==> src/rtl/i2c_rx_byte_ctrl.sv <==
// I2C slave receive sequencer: START/STOP detection, MSB-first byte shift, ACK drive, valid/ready hand-off.
// Optional build macro I2C_ADDR_MATCH_EN: NACK the first byte after START unless its upper 7 bits equal SLAVE_ADDR.
module i2c_rx_byte_ctrl #(
  parameter int unsigned DATA_W     = 8,
  parameter logic [6:0]  SLAVE_ADDR = 7'h50
) (
  input  logic              clk,
  input  logic              rst_,
  input  logic              scl_in,
  input  logic              sda_in,
  output logic              sda_oe,
  output logic [DATA_W-1:0] rx_data,
  output logic              rx_valid,
  input  logic              rx_ready,
  output logic              rx_first,
  output logic              busy,
  output logic              overrun
);

  localparam int unsigned       CNT_W     = $clog2(DATA_W + 1);
  localparam logic [CNT_W-1:0]  BYTE_BITS = CNT_W'(DATA_W);

  typedef enum logic [1:0] {IDLE, SHIFT, ACK, NACK} state_t;

  state_t              state_q, state_d;
  logic [CNT_W-1:0]    bit_cnt_q, bit_cnt_d;
  logic [DATA_W-1:0]   shreg_q, shreg_d;
  logic [DATA_W-1:0]   rx_data_q, rx_data_d;
  logic                first_q, first_d;
  logic                rx_valid_q, rx_valid_d;
  logic                rx_first_q, rx_first_d;
  logic                sda_oe_q, sda_oe_d;
  logic                overrun_q, overrun_d;
  logic                scl_q, sda_q;

  logic scl_rise, scl_fall, start_det, stop_det, addr_ok;

  assign scl_rise  = !scl_q & scl_in;
  assign scl_fall  = scl_q & !scl_in;
  // Our own ACK pull-down must never be mistaken for bus conditions.
  assign start_det = scl_q & scl_in & sda_q & !sda_in & !sda_oe_q;
  assign stop_det  = scl_q & scl_in & !sda_q & sda_in & !sda_oe_q;

`ifdef I2C_ADDR_MATCH_EN
  assign addr_ok = !first_q || (shreg_q[DATA_W-1 -: 7] == SLAVE_ADDR);
`else
  assign addr_ok = 1'b1;
`endif

  always_comb begin
    state_d    = state_q;
    bit_cnt_d  = bit_cnt_q;
    shreg_d    = shreg_q;
    rx_data_d  = rx_data_q;
    first_d    = first_q;
    rx_valid_d = rx_valid_q;
    rx_first_d = rx_first_q;
    sda_oe_d   = sda_oe_q;
    overrun_d  = 1'b0;

    if (rx_valid_q && rx_ready) rx_valid_d = 1'b0;

    if (stop_det) begin
      state_d   = IDLE;
      sda_oe_d  = 1'b0;
      bit_cnt_d = '0;
    end else if (start_det) begin
      state_d   = SHIFT;
      bit_cnt_d = '0;
      first_d   = 1'b1;
      sda_oe_d  = 1'b0;
    end else begin
      case (state_q)
        IDLE: ;
        SHIFT: begin
          if (bit_cnt_q != BYTE_BITS) begin
            if (scl_rise) begin
              shreg_d   = {shreg_q[DATA_W-2:0], sda_in};
              bit_cnt_d = bit_cnt_q + CNT_W'(1);
            end
          end else if (scl_fall) begin
            if (!addr_ok) begin
              state_d = NACK;
            end else if (!rx_valid_q || rx_ready) begin
              rx_data_d  = shreg_q;
              rx_first_d = first_q;
              rx_valid_d = 1'b1;
              first_d    = 1'b0;
              sda_oe_d   = 1'b1;
              state_d    = ACK;
            end else begin
              overrun_d = 1'b1;
              state_d   = NACK;
            end
          end
        end
        ACK: begin
          if (scl_fall) begin
            sda_oe_d  = 1'b0;
            bit_cnt_d = '0;
            state_d   = SHIFT;
          end
        end
        NACK: begin
          if (scl_fall) state_d = IDLE;
        end
        default: state_d = IDLE;
      endcase
    end
  end

  always_ff @(posedge clk or negedge rst_) begin
    if (!rst_) begin
      state_q    <= IDLE;
      bit_cnt_q  <= '0;
      shreg_q    <= '0;
      rx_data_q  <= '0;
      first_q    <= 1'b0;
      rx_valid_q <= 1'b0;
      rx_first_q <= 1'b0;
      sda_oe_q   <= 1'b0;
      overrun_q  <= 1'b0;
      scl_q      <= 1'b1;
      sda_q      <= 1'b1;
    end else begin
      state_q    <= state_d;
      bit_cnt_q  <= bit_cnt_d;
      shreg_q    <= shreg_d;
      rx_data_q  <= rx_data_d;
      first_q    <= first_d;
      rx_valid_q <= rx_valid_d;
      rx_first_q <= rx_first_d;
      sda_oe_q   <= sda_oe_d;
      overrun_q  <= overrun_d;
      scl_q      <= scl_in;
      sda_q      <= sda_in;
    end
  end

  assign sda_oe   = sda_oe_q;
  assign rx_data  = rx_data_q;
  assign rx_valid = rx_valid_q;
  assign rx_first = rx_first_q;
  assign busy     = (state_q != IDLE);
  assign overrun  = overrun_q;

endmodule

==> config.mk <==
export PLATFORM = sky130hd
export DESIGN_NAME = i2c_rx_byte_ctrl
export DESIGN_NICKNAME = d
export VERILOG_FILES = /design/src/rtl/i2c_rx_byte_ctrl.sv
export SDC_FILE = /design/constraint.sdc
export NUM_CORES = 1
export LEC_CHECK = 0
export BUFFER_PORTS_ARGS = -buffer_cell sky130_fd_sc_hd__buf_2
export CAP_MARGIN = 10
export CELL_PAD_IN_SITES_DETAIL_PLACEMENT = 2
export CELL_PAD_IN_SITES_GLOBAL_PLACEMENT = 2
export CORE_ASPECT_RATIO = 2
export CORE_MARGIN = 5
export CORE_UTILIZATION = 40
export CTS_CLUSTER_DIAMETER = 80
export DETAILED_ROUTE_END_ITERATION = 6
export PLACE_DENSITY = 0.92
export SLEW_MARGIN = 10
export SYNTH_ARGS = -nofsm -noshare
export SYNTH_HDL_FRONTEND = slang
export SYNTH_SLANG_ARGS = --single-unit
==> constraint.sdc <==
create_clock -name clk -period 5.3 [get_ports clk]
set_input_delay 0.795 -clock clk [delete_from_list [all_inputs] [get_ports clk]]
set_output_delay 0.795 -clock clk [all_outputs]
set_load 0.005 [all_outputs]
==> metrics.md <==
| Metric | Value |
|---|---|
| Synth async-reset ratio | `between 90% and 100%` |
| EDFF count, synth | `0` |
| # DRC | `0` |
| # IOs | `18` |
| Clock Tree Root | `clkbuf_8` |
| CORE AREA | `3570 um2` |
| Max Cap Viol | `0` |
| Most common cell after layout, fill and taps aside | `dfrtp_1` |
| Die Height | `~95 um` |
| Layout area overhead | `15.3%` |
| GRT Total Usage | `between 10% and 20%` |
| Final core occ | `a little under half` |
| Detail Placement HPWL | `~2800 um` |
| Least-Margin Pin Slew | `0.827 ns` |
| CTS tree | `built` |
| Yosys warns | `0` |
| Cell mode on critical path | `nor2b_1` |
| Final Setup Violations | `0` |
| Hold Violations, Final | `0` |
| CP endpoint kind | `flop` |
| Minimum clock period | `about 2.5 ns` |
| Initial antenna violation count | `0` |
| Crit Path Class | `flop to flop` |
| Worst-skew pair later-pin latency | `~0.29 ns` |
| Total CTS buffers | `5` |
| Total Routed Length | `approximately 4000 um` |
| Reg2reg setup slack | `around 2.8 ns` |
| Die area | `5020 um2` |
| Grt total ovfl | `0` |
| Fin Clk Skew | `between 0.008 and 0.009 ns` |
| Final std cells w/o fill | `197` |
| Leak | `between 0.8 and 0.9 nW` |
| Postcts setup bufs | `0` |
| RSZ-0062 raised after global routing | `false` |
| Net Count, Synth | `roughly 140` |
| Fill count | `392` |
| Cells after DPL | `around 190` |
| Most frequent cells in the layout | `27 x dfrtp_1, 17 x mux2_2, 17 x buf_2` |
| Mapped Area | `~1500 um2` |
| Cells after synthesis | `roughly 130` |
| Period Utilization, post-route | `47.0%` |
| Worst path slowest cell | `nor2b_1` |
| Run status | `complete, no violations` |
| Largest net degree at the start of global routing | `30` |
| Initial Utilization | `around 41%` |
| Syn avg cell area | `roughly 11 um2` |
| Synth unique cells | `40` |
| Clock Sinks | `29` |
| Fin Setup TNS | `0 ns` |
| Critical path arrival | `approximately 2.7 ns` |
| Via count | `around 1,100` |
| Slew HR | `44.7%` |
| First-pass GRT wire length | `roughly 6700 um` |
| Pwr dens | `516 nW/um2` |
| Multi-input gate area | `674 um2` |
| GPL Wtd Cong | `~0.77` |
| Seq/Total Area, Yosys | `about half` |
| Share of post-route cells with drive strength above 1 | `31.1%` |
| Avg WL per Cell | `between 20 and 25 um` |
| H-tree depth | `2` |
| Critical Path Start Type | `flop` |
| Post-DRT Antenna Nets | `0` |
| Drt first pass iters | `2` |
| Placed instance area | `~1600 um2` |
| 1st-iter DRT viols | `14` |
| Hold buffer count at CTS | `0` |
| Slowest stage delay, CP | `approximately 0.70 ns` |
| Fin nets | `158` |
| Required arrival time at the worst endpoint | `~5.5 ns` |
| Peak VDD IR | `approximately 250 uV` |
| CP Cell Sequence | `inv_1 > ha_1 > nor2b_1 > nand4_1 > nor2b_1 > mux2_2` |
| Synth Flop Type | `dfrtp_1` |
| Total power | `867 uW` |
| Diodes inserted | `0` |
| Resized Gates After CTS | `0` |
| Port bufs | `17` |
| Vias per inst | `between 5 and 6` |
| Worst hold-check path type | `flop to flop` |
| Register area | `around 730 um2` |
| Vias in the first global route | `1,271` |
| Post-layout instance area | `1680 um2` |
| Chip Width | `about 53 um` |
| CP Max Fanout | `10` |
| Fmax | `roughly 400 MHz` |
| Clk slew on worst S/H paths | `around 0.07 ns` |
| Bufs on Longest Clock Path | `2` |
| Count of pins over their slew limit | `0` |
| # rows | `31` |
| Yosys reg bits | `29` |
metal layers:
metal  wire length (um)  global-route usage [%]
met5                  0                       0
met4                110                    8.96
met2               2480                    37.4
met1               1280                    16.5
met3                117                    4.07
cell families (layout without fill, tap and decap cells):
logic type               after synthesis  in the layout  synth area share (%)
adder cells (fa/ha/maj)                6              6                  5.15
XOR/XNOR                               1              1                 0.601
AO/OA/AOI/OAI                         23             23                  10.0
AND/OR/NAND/NOR                       36             36                  15.2
multiplexers                          20             20                  15.3
flip-flops                            29             29                  50.0
buffers and inverters                 12             33                  3.78
where the power goes:
group / leakage, nW / switching, mW / total (mW) / internal (mW)
logic: 0.383 / 0.164 / 0.303 / 0.140
clock network: 0.0542 / 0.0878 / 0.205 / 0.117
registers: 0.365 / 0.0658 / 0.359 / 0.293
total: 0.802 / 0.317 / 0.867 / 0.550
synth_stat cells (2+ instances only):
cell type / instances / area share [%]
dfrtp_1: 27 / 46
mux2_2: 17 / 13
a21oi_1: 8 / 2.7
inv_1: 8 / 2.1
ha_1: 6 / 5.2
nand2_1: 6 / 1.5
nor2_1: 5 / 1.3
nand2b_1: 4 / 1.7
nand3_1: 4 / 1.4
nor3b_1: 3 / 1.5
o21ai_0: 3 / 1.0
a211o_1: 2 / 1.2
and4b_1: 2 / 1.4
buf_2: 2 / 0.69
dfstp_2: 2 / 3.6
mux2i_1: 2 / 1.4
nor2b_1: 2 / 0.86
o21ai_1: 2 / 0.69
stage by stage:
step	setup WS, ns	hold slack [ns]
after floorplan	3.43	0.475
after global placement	2.81	0.487
after detailed placement	2.65	0.499
after CTS	2.76	0.521
after global routing	2.58	0.532
final	2.81	0.511
worst max-delay path: cells and delay by family (launching register included):
family | cells | cell delay, ns
simple gates | 3 | 1.19
flops | 1 | 0.42
mux | 1 | 0.42
fa+ha+maj | 1 | 0.22
buf+inv | 1 | 0.10
path summary, 6_finish.rpt:
| path | start | endpoint | cells after the start |
|---|---|---|---|
| worst max-delay path | bit_cnt_q[0] | rx_data[3] | 6 |
| worst min-delay path | rx_data[1] | rx_data[1] | 1 |
| worst max register to register | bit_cnt_q[0] | rx_data[3] | 6 |
| worst min register to register | rx_data[1] | rx_data[1] | 1 |
| max in group asynchronous | rst_ | rx_data[7] | 1 |
| min in group asynchronous | rst_ | shreg_q[0] | 1 |
registers in the layout, indices dropped and copies added, names as in the netlist:
name and cells:
state_q 2, sda_q 1, rx_valid 1, shreg_q 8, scl_q 1, first_q 1
rx_data 8, bit_cnt_q 4, overrun 1, rx_first 1, sda_oe 1
cell type report:
| class | count | share of cell area, % |
|---|---|---|
| Clock buffer | 7 | 5.73 |
| Inverter | 8 | 1.79 |
| Tap cell | 49 | 3.65 |
| Clock inverter | 1 | 0.298 |
| Sequential cell | 29 | 43.3 |
| Timing Repair Buffer | 17 | 5.06 |
| Multi-Input combinational cell | 86 | 40.1 |
Power figures use the tool's default switching activity.
